[src/rtl/gmii_tx_sched.sv]
// gmii_tx_sched: strict-priority egress scheduler sharing one GMII transmit port.
// Grants whole frames, adds preamble/SFD and the inter-frame gap, and counts underruns.
module gmii_tx_sched #(
  parameter int NUM_SRC   = 2,
  parameter int PRE_BYTES = 7,
  parameter int IFG_BYTES = 12
) (
  input  logic                 clk,
  input  logic                 rst_n,
  input  logic                 port_en,
  input  logic [NUM_SRC-1:0]   src_valid,
  input  logic [8*NUM_SRC-1:0] src_data,
  input  logic [NUM_SRC-1:0]   src_last,
  output logic [NUM_SRC-1:0]   src_ready,
  output logic [7:0]           gmii_txd,
  output logic                 gmii_tx_en,
  output logic                 gmii_tx_er,
  output logic                 tx_sof,
  output logic [1:0]           tx_grant_id,
  output logic                 busy,
  output logic [15:0]          underrun_cnt
);

  localparam int CNT_MAX = (PRE_BYTES > IFG_BYTES) ? PRE_BYTES : IFG_BYTES;
  localparam int CW      = ($clog2(CNT_MAX + 1) > 4) ? $clog2(CNT_MAX + 1) : 4;

  localparam logic [2:0] IDLE  = 3'd0;
  localparam logic [2:0] PRE   = 3'd1;
  localparam logic [2:0] SFD   = 3'd2;
  localparam logic [2:0] DATA  = 3'd3;
  localparam logic [2:0] DRAIN = 3'd4;
  localparam logic [2:0] IFG   = 3'd5;

  logic [2:0]    state_q, state_d;
  logic [CW-1:0] cnt_q, cnt_d;
  logic [1:0]    grant_q, grant_d;
  logic [7:0]    txd_q, txd_d;
  logic          txen_q, txen_d;
  logic          txer_q, txer_d;
  logic          sof_q, sof_d;
  logic [15:0]   ucnt_q, ucnt_d;

  logic          reqAny;
  logic [1:0]    reqIdx;
  logic          gValid, gLast;
  logic [7:0]    gData;
  logic          xferOpen;
  logic          arb;

  // Lowest valid index wins; scanning downward lets the last hit be the winner.
  always_comb begin
    reqIdx = 2'd0;
    for (int i = NUM_SRC - 1; i >= 0; i--) begin
      if (src_valid[i]) reqIdx = 2'(i);
    end
  end

  assign reqAny = port_en & (|src_valid);

  always_comb begin
    gValid = 1'b0;
    gLast  = 1'b0;
    gData  = 8'h00;
    for (int i = 0; i < NUM_SRC; i++) begin
      if (grant_q == 2'(i)) begin
        gValid = src_valid[i];
        gLast  = src_last[i];
        gData  = src_data[8*i +: 8];
      end
    end
  end

  assign xferOpen = (state_q == SFD) || (state_q == DATA) || (state_q == DRAIN);

  always_comb begin
    src_ready = '0;
    for (int i = 0; i < NUM_SRC; i++) begin
      src_ready[i] = xferOpen && (grant_q == 2'(i));
    end
  end

  // Outputs are registered from the next-state decision so txd tracks the state one cycle later.
  always_comb begin
    state_d = state_q;
    cnt_d   = cnt_q;
    grant_d = grant_q;
    ucnt_d  = ucnt_q;
    txd_d   = 8'h00;
    txen_d  = 1'b0;
    txer_d  = 1'b0;
    sof_d   = 1'b0;
    arb     = 1'b0;

    case (state_q)
      IDLE: arb = 1'b1;
      PRE: begin
        txen_d = 1'b1;
        if (cnt_q == '0) begin
          state_d = SFD;
          txd_d   = 8'hD5;
          sof_d   = 1'b1;
        end else begin
          txd_d = 8'h55;
          cnt_d = cnt_q - CW'(1);
        end
      end
      SFD, DATA: begin
        txen_d = 1'b1;
        if (gValid) begin
          txd_d = gData;
          if (gLast) begin
            state_d = IFG;
            cnt_d   = CW'(IFG_BYTES);
          end else begin
            state_d = DATA;
          end
        end else begin
          txer_d  = 1'b1;
          state_d = DRAIN;
          if (ucnt_q != 16'hFFFF) ucnt_d = ucnt_q + 16'd1;
        end
      end
      DRAIN: begin
        // The error cycle already went out, so the gap is counted from the last discarded byte.
        if (gValid && gLast) begin
          state_d = IFG;
          cnt_d   = CW'(IFG_BYTES - 1);
        end
      end
      IFG: begin
        if (cnt_q == '0) begin
          state_d = IDLE;
          arb     = 1'b1;
        end else begin
          cnt_d = cnt_q - CW'(1);
        end
      end
      default: state_d = IDLE;
    endcase

    if (arb && reqAny) begin
      grant_d = reqIdx;
      state_d = PRE;
      cnt_d   = CW'(PRE_BYTES - 1);
      txd_d   = 8'h55;
      txen_d  = 1'b1;
    end
  end

  always_ff @(posedge clk or negedge rst_n) begin
    if (!rst_n) begin
      state_q <= IDLE;
      cnt_q   <= '0;
      grant_q <= 2'd0;
      ucnt_q  <= 16'd0;
      txd_q   <= 8'h00;
      txen_q  <= 1'b0;
      txer_q  <= 1'b0;
      sof_q   <= 1'b0;
    end else begin
      state_q <= state_d;
      cnt_q   <= cnt_d;
      grant_q <= grant_d;
      ucnt_q  <= ucnt_d;
      txd_q   <= txd_d;
      txen_q  <= txen_d;
      txer_q  <= txer_d;
      sof_q   <= sof_d;
    end
  end

  assign gmii_txd     = txd_q;
  assign gmii_tx_en   = txen_q;
  assign gmii_tx_er   = txer_q;
  assign tx_sof       = sof_q;
  assign tx_grant_id  = grant_q;
  assign busy         = (state_q != IDLE);
  assign underrun_cnt = ucnt_q;

endmodule

[config.mk]
export PLATFORM = sky130hd
export DESIGN_NAME = gmii_tx_sched
export DESIGN_NICKNAME = d
export VERILOG_FILES = /design/src/rtl/gmii_tx_sched.sv
export SDC_FILE = /design/constraint.sdc
export NUM_CORES = 1
export LEC_CHECK = 0
export CORE_ASPECT_RATIO = 0.9
export CORE_MARGIN = 2
export CORE_UTILIZATION = 35
export CTS_BUF_LIST = sky130_fd_sc_hd__clkbuf_4 sky130_fd_sc_hd__clkbuf_8
export CTS_CLUSTER_DIAMETER = 120
export DETAILED_ROUTE_END_ITERATION = 6
export PLACE_DENSITY = 0.69
export SLEW_MARGIN = 25
export SYNTH_ARGS = -nofsm -noshare
export SYNTH_HDL_FRONTEND = slang
export SYNTH_SLANG_ARGS = --single-unit
[constraint.sdc]
create_clock -name clk -period 4.1 [get_ports clk]
set_clock_uncertainty 0.1 [all_clocks]
set_input_delay 0.41 -clock clk [delete_from_list [all_inputs] [get_ports clk]]
set_output_delay 0.41 -clock clk [all_outputs]
set_load 0.1 [all_outputs]
# --- Word-level counts from Yosys, hierarchy flattened ---
# Index checks and enable logic that the tools add are counted.
classes:
  n_addsub: 2
  n_mux: 32
  eq_ne: 14
  n_reduce_logical: 18
  n_bitwise: 2
ops:
  columns: ["cell", "count"]
  rows:
  - ["2-to-1 mux 8 bit", 5]
  - ["2-to-1 mux 4 bit", 5]
  - ["2-to-1 mux 3 bit", 6]
  - ["adder 16 x 1 -> 16 bit, second input constant", 1]
  - ["!= test 16 bit, second input constant", 1]
  - ["case mux 8 bit (2 select lines)", 1]
  - ["case mux 3 bit (5 select lines)", 1]
  - ["2-to-1 mux 1 bit", 12]
  - ["!= test 3 bit, second input constant", 4]
  - ["case mux 4 bit (3 select lines)", 1]
  - ["equality test 3 x 2 -> 1 bit, second input constant", 2]
  - ["equality test 3 bit, second input constant", 2]
  - ["OR reduction 2 bit", 3]
  - ["AND reduction 5 bit", 1]
  - ["logical AND 1 bit", 4]
  - ["zero test 4 bit", 1]
  - ["AND reduction 4 bit", 1]
  - ["nonzero test 4 bit", 1]
  - ["subtractor 4 x 1 -> 4 bit, second input constant", 1]
  - ["equality test 3 x 1 -> 1 bit, second input constant", 1]
  - ["zero test 3 bit", 1]
  - ["!= test 3 x 1 -> 1 bit, second input constant", 1]
  - ["!= test 3 x 2 -> 1 bit, second input constant", 1]
  - ["AND reduction 3 bit", 1]
  - ["9 further kinds", 10]
word_totals:
  output_inout_bits: 32
  reg_bits: 36

# --- Longest topological paths before layout ---
logic_depth:
  word_depth: 7
  depth_mapped: 7
  depth_no_buf: 6

# --- Worst setup path before layout ---
# OpenSTA, ideal clock, no wires.
synth_timing:
  kind: "reg-to-output"
  from: "reg grant_q[0] (netlist: tx_grant_id[0])"
  to: "out src_ready[1]"
  path_slack_ns: 0.863
  stages_incl_launch_ff: 4
  t_arrival_ns: 2.727
  cell_sequence: "dfrtp_1 -> buf_6 -> buf_2 -> nor2b_1"
synth_via:
  elab_chain_len: 2
synth_rtl:
  columns: ["element", "line_no", "source"]
  rows:
  - ["start, declared", "36", "logic [1:0] grant_q, grant_d;"]
  - ["start signal, assigned", "163", "grant_q <= grant_d;"]
  - ["equality test 2 x 1 -> 1 bit", "78", "src_ready[i] = xferOpen && (grant_q == 2'(i));"]
  - ["logical AND 1 bit", "78", null]
  - ["end, declared", "14", "output logic [NUM_SRC-1:0] src_ready,"]
# Every way passes these cells.

# --- Worst setup path after layout ---
layout_timing:
  from: "reg state_q[1]"
  to: "out src_ready[1]"
layout_via:
  elab_chain_len: 4
  word_cells_on_any_way: 6
layout_rtl:
  columns: ["element", "line_no", "source"]
  rows:
  - ["start, declared", "34", "logic [2:0] state_q, state_d;"]
  - ["start signal, assigned", "161", "state_q <= state_d;"]
  - ["equality test 3 x 2 -> 1 bit", "73", "assign xferOpen = (state_q == SFD) || (state_q == DATA) || (state_q == DRAIN);"]
  - ["logical OR 1 bit", "73", null]
  - ["logical OR 1 bit *", "73", null]
  - ["logical AND 1 bit *", "78", null]
# Every way passes the cells marked *; elsewhere a longest branch is shown, timed or not.

==> flow_metrics.env <==
export IMPL_status="finished, final reports clean"
export IMPL_reg2regPathDepth=5
export IMPL_die_area_um2=5912
export IMPL_netlist_top_cells_count="dfrtp_1 (35), xnor2_1 (13), nand2_1 (10), nor2_1 (10), and3_1 (9)"
export IMPL_cpPeakStageDelay_ns=1.14
export IMPL_initial_utilization=0.3581
export IMPL_antennaDiodeCount=0
export IMPL_synth_warnings=0
export IMPL_ys_top_cells_by_area="dfrtp_1 (47%), xnor2_1 (6.1%), and3_1 (3.0%), mux2_2 (2.4%), a21oi_1 (2.2%)"
export IMPL_finalWeightedCongestion=0.8189
export IMPL_num_rows=25
export IMPL_synth_edf_count=0
export IMPL_synthDominantCellAreaShare=0.4711
export IMPL_end_kind="output pin"
export IMPL_cts_sinks=35
export IMPL_power_mw=1.922
export IMPL_min_period_ns=3.048
export IMPL_drv_slew=0
export IMPL_routed_wl_mm=3.963
export IMPL_finalCritPeriodShare=0.7434
export IMPL_critPathLaunchType="register"
export IMPL_max_freq_ghz=0.3281
export IMPL_cts_buffer_depth=2
export IMPL_dp_hpwl_mm=2.920
export IMPL_grt_pass1_wl_mm=6.341
export IMPL_cp_cell_sequence="nor2_1, a21oi_1, nor2b_1, clkdlybuf4s50_1"
export IMPL_stdcell_area_um2=2566
export IMPL_clk_pin_slew_worst_paths_ns=0.07
export IMPL_ir_drop_v=0.0005452
export IMPL_place_area_um2=2430
export IMPL_ys_types=51
export IMPL_synth_xor_area_frac=0.06595
export IMPL_slowest_stage="clkdlybuf4s50_1"
export IMPL_htreeDepth=2
export IMPL_rsz0062_at_grt="no"
export IMPL_vias_per_cell=5.057
export IMPL_num_vias=1512
export IMPL_ctsResizeCount=0
export IMPL_powerDensity_nw_per_um2=748.9
export IMPL_antenna_found_initial=0
export IMPL_track_usage=0.1421
export IMPL_yosysTopAreaCell="dfrtp_1"
export IMPL_syn_nets=204
export IMPL_die_w_um=80.83
export IMPL_clk_insertion_delay_late_ns=0.29
export IMPL_die_h_um=73.15
export IMPL_setup_tns_ns=0
export IMPL_port_buffers=53
export IMPL_hold_class="register to register"
export IMPL_stdcell_count=299
export IMPL_ys_flop_type="dfrtp_1"
export IMPL_hold_path_depth=1
export IMPL_finalNetCount=256
export IMPL_cp_max_fo=12
export IMPL_synth_compound_area_frac=0.1326
export IMPL_numCtsBuffers=5
export IMPL_synthArstFlopShare=1.000
export IMPL_finalSetupViolCount=0
export IMPL_clockRootBuffer="clkbuf_8"
export IMPL_syn2layout_area_growth_pct=38.02
export IMPL_synth_most_common_cell="dfrtp_1"
export IMPL_drc=0
export IMPL_cts_hold_buffers_added=0
export IMPL_syn_cell_area_um2=1859
export IMPL_wire_per_inst_um=13.25
export IMPL_synth_top_family_by_area="simple AND/OR/NAND/NOR gates"
export IMPL_synth_seq_cells=35
export IMPL_ant_nets=0
export IMPL_core_area_um2=5192
export IMPL_grt_overflow_total=0
export IMPL_synthAdderAreaFrac=0.01346
export IMPL_drt_iter0_drc=46
export IMPL_whs_ns=0.3871
export IMPL_grt_pass1_vias=1397
export IMPL_dr_pass1_iters=4
export IMPL_cap_violations=0
export IMPL_grt_max_degree=36
export IMPL_tightest_slew_ns=1.004
export IMPL_post_cts_buffers=0
export IMPL_synthSimpleGateAreaFrac=0.2133
export IMPL_syn_inst=179
export IMPL_crit_arrival_ns=2.54
export IMPL_ios=55
export IMPL_yosysSeqAreaShare=0.4711
export IMPL_critical_path_class="register to output pin"
export IMPL_p_leak_nw=1.063
export IMPL_tritoncts="done"
export IMPL_syn_area_per_cell_um2=10.39
export IMPL_worstPathRequired_ns=3.59
export IMPL_slew_headroom=0.3288
export IMPL_drive_gt1_frac=0.09052
export IMPL_hold_violations=0
export IMPL_muxShareOfSynthArea=0.06191
export IMPL_dp_cells=291
-- final cells by class --
cell class	instances	area, um^2
flip-flops and latches	35	875.8
clock inverters	2	60.06
clock buffers	6	76.32
fillers	496	2626
repair buffers	54	538.0
inverters	6	22.52
well taps	67	83.83
multi-input cells	129	909.6
-- state kept, by name, indices dropped and copies added (netlist names) --
| signal | count |
|---|---|
| gmii_tx_en | 1 |
| gmii_tx_er | 1 |
| cnt_q | 4 |
| tx_sof | 1 |
| gmii_txd | 8 |
| underrun_cnt | 16 |
| tx_grant_id | 1 |
| state_q | 3 |
-- kinds of logic after synthesis --
kind of cell               Yosys count
AOI/OAI and AO/OA                   35
adders and majority gates            2
and+or+nand+nor                     67
muxes                               10
buffers and inverters               15
xor gates and xnor gates            14
other                                1
DFF                                 35
-- per-stage QoR --
stage	setup WS [ns]	utilization
detailed placement	1.389	0.4680
global placement	1.423	0.4680
finish	1.052	0.4942
floorplan	0.8627	-
CTS	1.061	0.4942
global route	0.9600	0.4942
-- per-layer routing --
metal,part of all wire,GRT usage
met5,0,0
met2,0.47,0.2259
met1,0.46,0.1801
met3,0.054,0.03837
met4,0.015,0.06591
-- worst max-delay path: cells and delay by family, from the launching register on --
family	cells	cell delay, ns
AOI/OAI and AO/OA	1	0.16
buffers and inverters	1	1.14
DFF	1	0.49
and+or+nand+nor	2	0.47
-- power by group --
part / internal, mW / switching [mW] / total [mW] / leakage [nW]
Clock: 0.250 / 0.122 / 0.372 / 0.0688
Combinational: 0.302 / 0.709 / 1.01 / 0.535
Sequential: 0.430 / 0.108 / 0.538 / 0.460
Total: 0.982 / 0.940 / 1.92 / 1.06
-- final timing paths --
path | to | from | slack [ns]
worst min register to register | underrun_cnt[10]$_DFFE_PN0P_ | underrun_cnt[10]$_DFFE_PN0P_ | 0.39
worst max register to register | underrun_cnt[1]$_DFFE_PN0P_ | underrun_cnt[0]$_DFFE_PN0P_ | 1.88
max in group asynchronous | state_q[1]$_DFFE_PN0P_ | rst_n | 3.16
worst min-delay path | underrun_cnt[10]$_DFFE_PN0P_ | underrun_cnt[10]$_DFFE_PN0P_ | 0.39
worst max-delay path | src_ready[1] | state_q[1]$_DFFE_PN0P_ | 1.05
min in group asynchronous | underrun_cnt[1]$_DFFE_PN0P_ | rst_n | 0.44
-- cells in the final DEF, fill, tap and decap left out, types with 2 or more instances in the layout --
cell             count
a21oi_1              8
a31oi_1              2
a41oi_1              2
and2_1               3
and3_1               9
bufinv_16            2
clkbuf_8             5
clkdlybuf4s50_1     53
dfrtp_1             35
ha_1                 2
inv_1                6
mux2_2               4
mux2_4               2
mux2i_1              4
nand2_1             10
nand2b_1             2
nand3_1              5
nand4_1              5
nor2_1              10
nor2b_1              3
nor3_1               7
o2111ai_1            3
o211ai_1             4
o21ai_0              5
or3_1                2
xnor2_1             13
(Power assumes the default switching activity.)
